===== src/rtl/stopwatch_ctrl.sv =====
`default_nettype none
// ============================================================================
// Module      : stopwatch_ctrl
// Description : Stopwatch run-state controller. Converts debounced button
//               levels into single-cycle press events. Tracks the
//               STOPPED / RUNNING / PAUSED state and issues one-cycle
//               clear and start/pause strobes.
//               Optional feature macro: STOPWATCH_CTRL_LONG_CLEAR_EN.
//               When it is defined, a clear fires only after btn_clear has
//               been held for HOLD_TICKS tick strobes.
// Revision    : 1.0 - initial release
// ============================================================================
module stopwatch_ctrl #(
  parameter int HOLD_TICKS = 4,
  parameter int CW         = 3
) (
  input  logic       clk,
  input  logic       rst_n,
  input  logic       tick,
  input  logic       btn_pause,
  input  logic       btn_clear,
  output logic       running,
  output logic       paused,
  output logic [1:0] state,
  output logic       clear_pulse,
  output logic       pause_evt
);

  typedef enum logic [1:0] {
    ST_STOPPED = 2'b00,
    ST_RUNNING = 2'b01,
    ST_PAUSED  = 2'b10,
    ST_ILLEGAL = 2'b11
  } state_e;

  state_e state_q, state_d;
  logic   running_q, running_d;
  logic   paused_q, paused_d;
  logic   clear_pulse_q, clear_pulse_d;
  logic   pause_evt_q, pause_evt_d;
  logic   pause_q, pause_d;
  logic   clear_q, clear_d;
  logic   press_pause;
  logic   press_clear;
  logic   clr_req;

  // Edge history follows the button levels; a press is a 0->1 level change
  always_comb begin
    pause_d     = btn_pause;
    clear_d     = btn_clear;
    press_pause = btn_pause & ~pause_q;
    press_clear = btn_clear & ~clear_q;
  end

`ifdef STOPWATCH_CTRL_LONG_CLEAR_EN
  localparam logic [CW-1:0] HOLD_LAST = CW'(HOLD_TICKS - 1);
  localparam logic [CW-1:0] HOLD_FULL = CW'(HOLD_TICKS);

  logic [CW-1:0] hold_cnt_q, hold_cnt_d;
  logic          hold_done_q, hold_done_d;
  // armed: the current hold began with a real rising edge, so a button
  // already held across reset release cannot fire a clear
  logic          armed_q, armed_d;

  // Hold timer: count ticks while held, fire once on reaching HOLD_TICKS
  always_comb begin
    hold_cnt_d  = hold_cnt_q;
    hold_done_d = hold_done_q;
    armed_d     = armed_q | press_clear;
    clr_req     = 1'b0;
    if (!btn_clear) begin
      hold_cnt_d  = '0;
      hold_done_d = 1'b0;
      armed_d     = 1'b0;
    end else if (armed_d && !hold_done_q && tick) begin
      if (hold_cnt_q == HOLD_LAST) begin
        clr_req     = 1'b1;
        hold_cnt_d  = HOLD_FULL;
        hold_done_d = 1'b1;
      end else begin
        hold_cnt_d = hold_cnt_q + CW'(1);
      end
    end
  end

  // Hold timer registers
  always_ff @(posedge clk or negedge rst_n) begin
    if (!rst_n) begin
      hold_cnt_q  <= '0;
      hold_done_q <= 1'b0;
      armed_q     <= 1'b0;
    end else begin
      hold_cnt_q  <= hold_cnt_d;
      hold_done_q <= hold_done_d;
      armed_q     <= armed_d;
    end
  end
`else
  // Short press clears immediately; tick and hold configuration are unused
  logic unused_cfg;
  assign unused_cfg = tick ^ (HOLD_TICKS > 0) ^ (CW > 0);

  // Clear request is the plain clear press
  always_comb begin
    clr_req = press_clear;
  end
`endif

  // Next state and strobes; clear outranks a same-cycle start/pause press
  always_comb begin
    state_d       = state_q;
    clear_pulse_d = 1'b0;
    pause_evt_d   = 1'b0;
    case (state_q)
      ST_ILLEGAL: begin
        state_d = ST_STOPPED;
      end
      default: begin
        if (clr_req) begin
          state_d       = ST_STOPPED;
          clear_pulse_d = 1'b1;
        end else if (press_pause) begin
          pause_evt_d = 1'b1;
          state_d     = (state_q == ST_RUNNING) ? ST_PAUSED : ST_RUNNING;
        end
      end
    endcase
    running_d = (state_d == ST_RUNNING);
    paused_d  = (state_d == ST_PAUSED);
  end

  // State, registered outputs and edge history
  always_ff @(posedge clk or negedge rst_n) begin
    if (!rst_n) begin
      state_q       <= ST_STOPPED;
      running_q     <= 1'b0;
      paused_q      <= 1'b0;
      clear_pulse_q <= 1'b0;
      pause_evt_q   <= 1'b0;
      pause_q       <= 1'b1;
      clear_q       <= 1'b1;
    end else begin
      state_q       <= state_d;
      running_q     <= running_d;
      paused_q      <= paused_d;
      clear_pulse_q <= clear_pulse_d;
      pause_evt_q   <= pause_evt_d;
      pause_q       <= pause_d;
      clear_q       <= clear_d;
    end
  end

  assign state       = state_q;
  assign running     = running_q;
  assign paused      = paused_q;
  assign clear_pulse = clear_pulse_q;
  assign pause_evt   = pause_evt_q;

endmodule
`default_nettype wire


===== config.mk =====
export PLATFORM = sky130hd
export DESIGN_NAME = stopwatch_ctrl
export DESIGN_NICKNAME = d
export VERILOG_FILES = /design/src/rtl/stopwatch_ctrl.sv
export SDC_FILE = /design/constraint.sdc
export NUM_CORES = 1
export LEC_CHECK = 0
export CAP_MARGIN = 20
export CELL_PAD_IN_SITES_DETAIL_PLACEMENT = 2
export CELL_PAD_IN_SITES_GLOBAL_PLACEMENT = 2
export CORE_AREA = 2 2 39 41
export CTS_BUF_LIST = sky130_fd_sc_hd__clkbuf_2
export CTS_CLUSTER_SIZE = 25
export DETAILED_ROUTE_END_ITERATION = 8
export DIE_AREA = 0 0 41 43
export HOLD_SLACK_MARGIN = 0.1
export PLACE_DENSITY = 0.74
export SYNTH_ARGS = -nofsm -noshare
export SYNTH_HDL_FRONTEND = slang
export SYNTH_SLANG_ARGS = --single-unit
export TNS_END_PERCENT = 5

===== constraint.sdc =====
create_clock -name clk -period 1.3 [get_ports clk]
set_input_delay 0.325 -clock clk [delete_from_list [all_inputs] [get_ports clk]]
set_output_delay 0.325 -clock clk [all_outputs]
set_load 0.005 [all_outputs]

=== Word level (Yosys, flattened, before mapping) ===
Cells that the tools add are included.

* Input bits: 5
* Logic and storage cells: 24
* Output and inout port bits: 6
* Register bits after elaboration: 8

* Bitwise logic cells: 4
* Equal/unequal tests: 4
* Mux-type cells: 9

{| class="wikitable"
|+ Operators with widths
! operator !! count
|-
| 2-bit two-way mux || 4
|-
| 1-bit two-way mux || 5
|-
| 2-bit by 1-bit equality test with 1-bit output (second input constant) || 2
|-
| 2-bit equality test (second input constant) || 2
|-
| 1-bit AND || 2
|-
| 1-bit inverter || 2
|}

=== Logic depth before layout (Yosys ltp) ===
* Depth in word-level cells: 6
* Mapped depth: 3
* Gate-level depth less buffers: 3

=== Worst setup path before layout ===
Ideal clock, no wire load.

* Path type: register to register
* From: register pause_q
* To: register running_q, in the netlist running
* Stages on the path, launching flop included: 4
* Path slack: 0.248 ns
* Data arrival time: 0.980 ns
* Buffers on the path: 0
* Clock period less this slack: 1.052 ns
* Setup time: 0.072 ns
* Path through: dfstp_2 -> nand2b_4 -> mux2_4 -> nor2_1

* Word-level cells in the longest chain between the ends: 6

{| class="wikitable"
|+ RTL lines
! element !! RTL line !! RTL
|-
| start: declaration || 41 || <nowiki>logic pause_q, pause_d;</nowiki>
|-
| start signal: assignment || 148 || <nowiki>pause_q <= pause_d;</nowiki>
|-
| 1-bit inverter || 51 || <nowiki>press_pause = btn_pause & ~pause_q;</nowiki>
|-
| 1-bit AND || 51 ||
|-
| 2-bit two-way mux || 122 || <nowiki>end else if (press_pause) begin</nowiki>
|-
| 2-bit two-way mux || 119 || <nowiki>if (clr_req) begin</nowiki>
|-
| 2-bit two-way mux || 114 || <nowiki>case (state_q)</nowiki>
|-
| 2-bit by 1-bit equality test with 1-bit output || 128 || <nowiki>running_d = (state_d == ST_RUNNING);</nowiki>
|-
| named net running_d || 37 || <nowiki>logic running_q, running_d;</nowiki>
|-
| end signal: assignment || 144 || <nowiki>running_q <= running_d;</nowiki>
|-
| end: declaration || 37 ||
|}

The timed path passes the listed nets, and every way through them passes these cells.

=== Worst setup path after layout ===
* From: register state_q[1], in the netlist state[1]
* To: output port state[1]

{| class="wikitable"
|+ RTL lines
! element !! RTL line !! RTL
|-
| start: declaration || 36 || <nowiki>state_e state_q, state_d;</nowiki>
|-
| start signal: assignment || 143 || <nowiki>state_q <= state_d;</nowiki>
|-
| end: declaration || 24 || <nowiki>output logic [1:0] state,</nowiki>
|}

No word-level cell between the ends.

==> results.md <==
- Post-placement cell count: 48
- CTS tree: done
- Cell area after layout: 465 um2
- Final min period: between 1 and 1.5 ns
- Setup TNS: 0 ns
- Top Ports: 11
- Total clock sinks: 8
- Crit Path Max Fanout: 2
- Global-route wire length before repair: 1.22 mm
- Crit path DAT: 0.91 ns
- Initial antenna violation count: 0
- Hold buffers post-CTS: 0
- Syn_nets: 25
- Yosys reg bits: 8
- CP Launch Type: flip-flop
- Reg clk slew, reported paths: 0.09 ns
- Crit-path cells: dlygate4sd2_1
- CP Depth: 1
- Fin cells: 53
- DP Area: 423 um2
- Worst path top cell family by delay: flip-flops
- CP peak stage delay: around 0.4 ns
- Tot GR Track Use: 10.2%
- Synthesis-to-finish area growth: 60.3%
- Num CTS Buffers: 3
- Final Max Tran Viols: 0
- Die area: 0.00176 mm2
- Bufs and invs on worst path: 1
- PortBufs: 9
- Core Area: between 0.001 and 0.0015 mm2
- Final nets: 43
- Top_reg_cell synth: dfrtp_1
- Final WL: 702 um
- GR Overflow Total: 0
- Antenna diodes: 0
- Slew @ Worst Pin: 0.350 ns
- GP Congestion: 0.773
- H-tree depth: 1
- Layout cells sized above 1: 48.6%
- Site row count: 14
- Multi-input gate area: 110 um2
- Final Hold Slack: between 0.3 and 0.4 ns
- Worst r2r path cells: 4
- Post-Syn Area per Cell: ~15 um2
- Reg area: 203 um2
- CTS root buf: clkbuf_2
- Final Skew: 0.0168 ns
- Outcome: complete, no violations
- Synth top area share: 51.7%
- Sequential-to-total area share from yosys stat: 69.8%
- Iter 0 DRT Violations: 1
- Post-route clock period utilization: 94.7%
- Type of the worst setup path: reg2out
- Worst path slowest cell: dfrtp_1
- Die X: 41 um
- Final hold vios: 0
- Power Density: around 1300 mW/mm2
- Vias: 222
- DRT antenna net count: 0
- Synth top area cells: dfrtp_1, dfstp_2, mux2_4
- Syn. warnings: 0
- CP required: 0.98 ns
- Worst hold path class: in2async
- Wire per inst: 13.2 um
- Final setup vio count: 0
- CTS Buffer Depth: 2
- Worst Setup End Kind: output pin
- HPWL after DPL: 519 um
- Worst slew margin: 76.6%
- Max cap viols: 0
- Filler cell count: 152
- Max Clock Freq: 812 MHz
- Drt pass-1 iters: 2
- Number of synthesized flops with an enable pin: 0
- P_leak: 0.231 nW
- Total power: 596 uW
- Die height: approximately 43 um
- RSZ-0062 raised after global routing: no
- Yosys top cell by area: dfrtp_1
- Initial Util: 21.0%
- Most common cell in the netlist: dfrtp_1
- DR vias/cell: 4.19
- Cells after Synth: 20
- Maximum VDD drop: ~0.0004 V
- Vias in the first global route: 276
- Asr flop ratio synth: 100%
- Synth Cell Area: ~290 um2
- Clk_lat worst skew: 0.24 ns
- DRC viols: 0
- Post-synth cell types: 12
- Largest net degree at the start of global routing: 9
- Post-synth top cells: dfrtp_1, a21oi_1, dfstp_2, nor2_1
[state kept, by name, summed over array words and instances, names as in the netlist]
name         cells
running          1
clear_pulse      1
paused           1
pause_evt        1
clear_q          1
pause_q          1
state            2
[path summary, 6_finish.rpt]
path | from | endpoint | slack, ns
min reg2reg | state[1]$_DFF_PN0_ | pause_evt$_DFF_PN0_ | 0.63
min in group clk | btn_clear | clear_q$_DFF_PN1_ | 0.54
min | rst_n | clear_pulse$_DFF_PN0_ | 0.35
max reg2reg | state[1]$_DFF_PN0_ | state[1]$_DFF_PN0_ | 0.15
max in group asynchronous | rst_n | clear_q$_DFF_PN1_ | 0.63
max | state[1]$_DFF_PN0_ | state[1] | 0.07
[cell usage in the layout, fill, tap and decap left out]
cell,count
nor2b_1,1
nor2_2,2
a21oi_2,2
clkdlybuf4s50_1,3
nand2b_4,2
dfstp_2,2
dlygate4sd2_1,6
mux2_4,1
clkbuf_2,4
or2_4,1
nand3b_1,1
dfrtp_1,6
a211oi_1,1
buf_4,4
a21boi_0,1
[metal layers]
metal / up-vias / share of wire, % / GRT usage (%)
met2: 8 / 57 / 17.5
met5: - / 0 / 0
li1: 100 / - / -
met3: 0 / 5.1 / 1.57
met4: 0 / 0 / 4.00
met1: 114 / 38 / 11.7
[final cells by class]
type                            instances  area share (%)
Multi-Input combinational cell         12            23.7
Tap cell                               16            4.30
Timing Repair Buffer                   13            24.2
Sequential cell                         8            43.5
Clock buffer                            4            4.30
[per-stage QoR]
step | utilization (%) | setup slack [ns]
after floorplan | - | 0.248
after global placement | 30.6 | -0.0957
after detailed placement | 30.6 | -0.128
after CTS | 32.5 | 0.0330
after global routing | 33.6 | 0.0104
final | 33.6 | 0.0686
[kinds of logic (layout without fill, tap and decap cells)]
| group | Yosys count | in the layout | share of synthesized area [%] |
|---|---|---|---|
| AOI/OAI and AO/OA | 4 | 4 | 8.62 |
| buffers and inverters | 0 | 17 | 0 |
| DFF | 8 | 8 | 69.8 |
| muxes | 1 | 1 | 5.17 |
| and+or+nand+nor | 7 | 7 | 16.4 |
[power by group]
group / switching (mW) / total (mW) / internal, mW
combinational: 0.0609 / 0.143 / 0.0822
sequential: 0.00919 / 0.284 / 0.275
clock: 0.0866 / 0.168 / 0.0818
total: 0.157 / 0.596 / 0.439
[what timing repair did]
action / 4_1_cts / 5_1_grt
setup endpoints to repair: 6 / 4
resized for setup: 6 / 6
gates cloned: 0 / 0
pin swaps: 0 / 2
buffers inserted: 2 / 0
(Power assumes the default switching activity.)
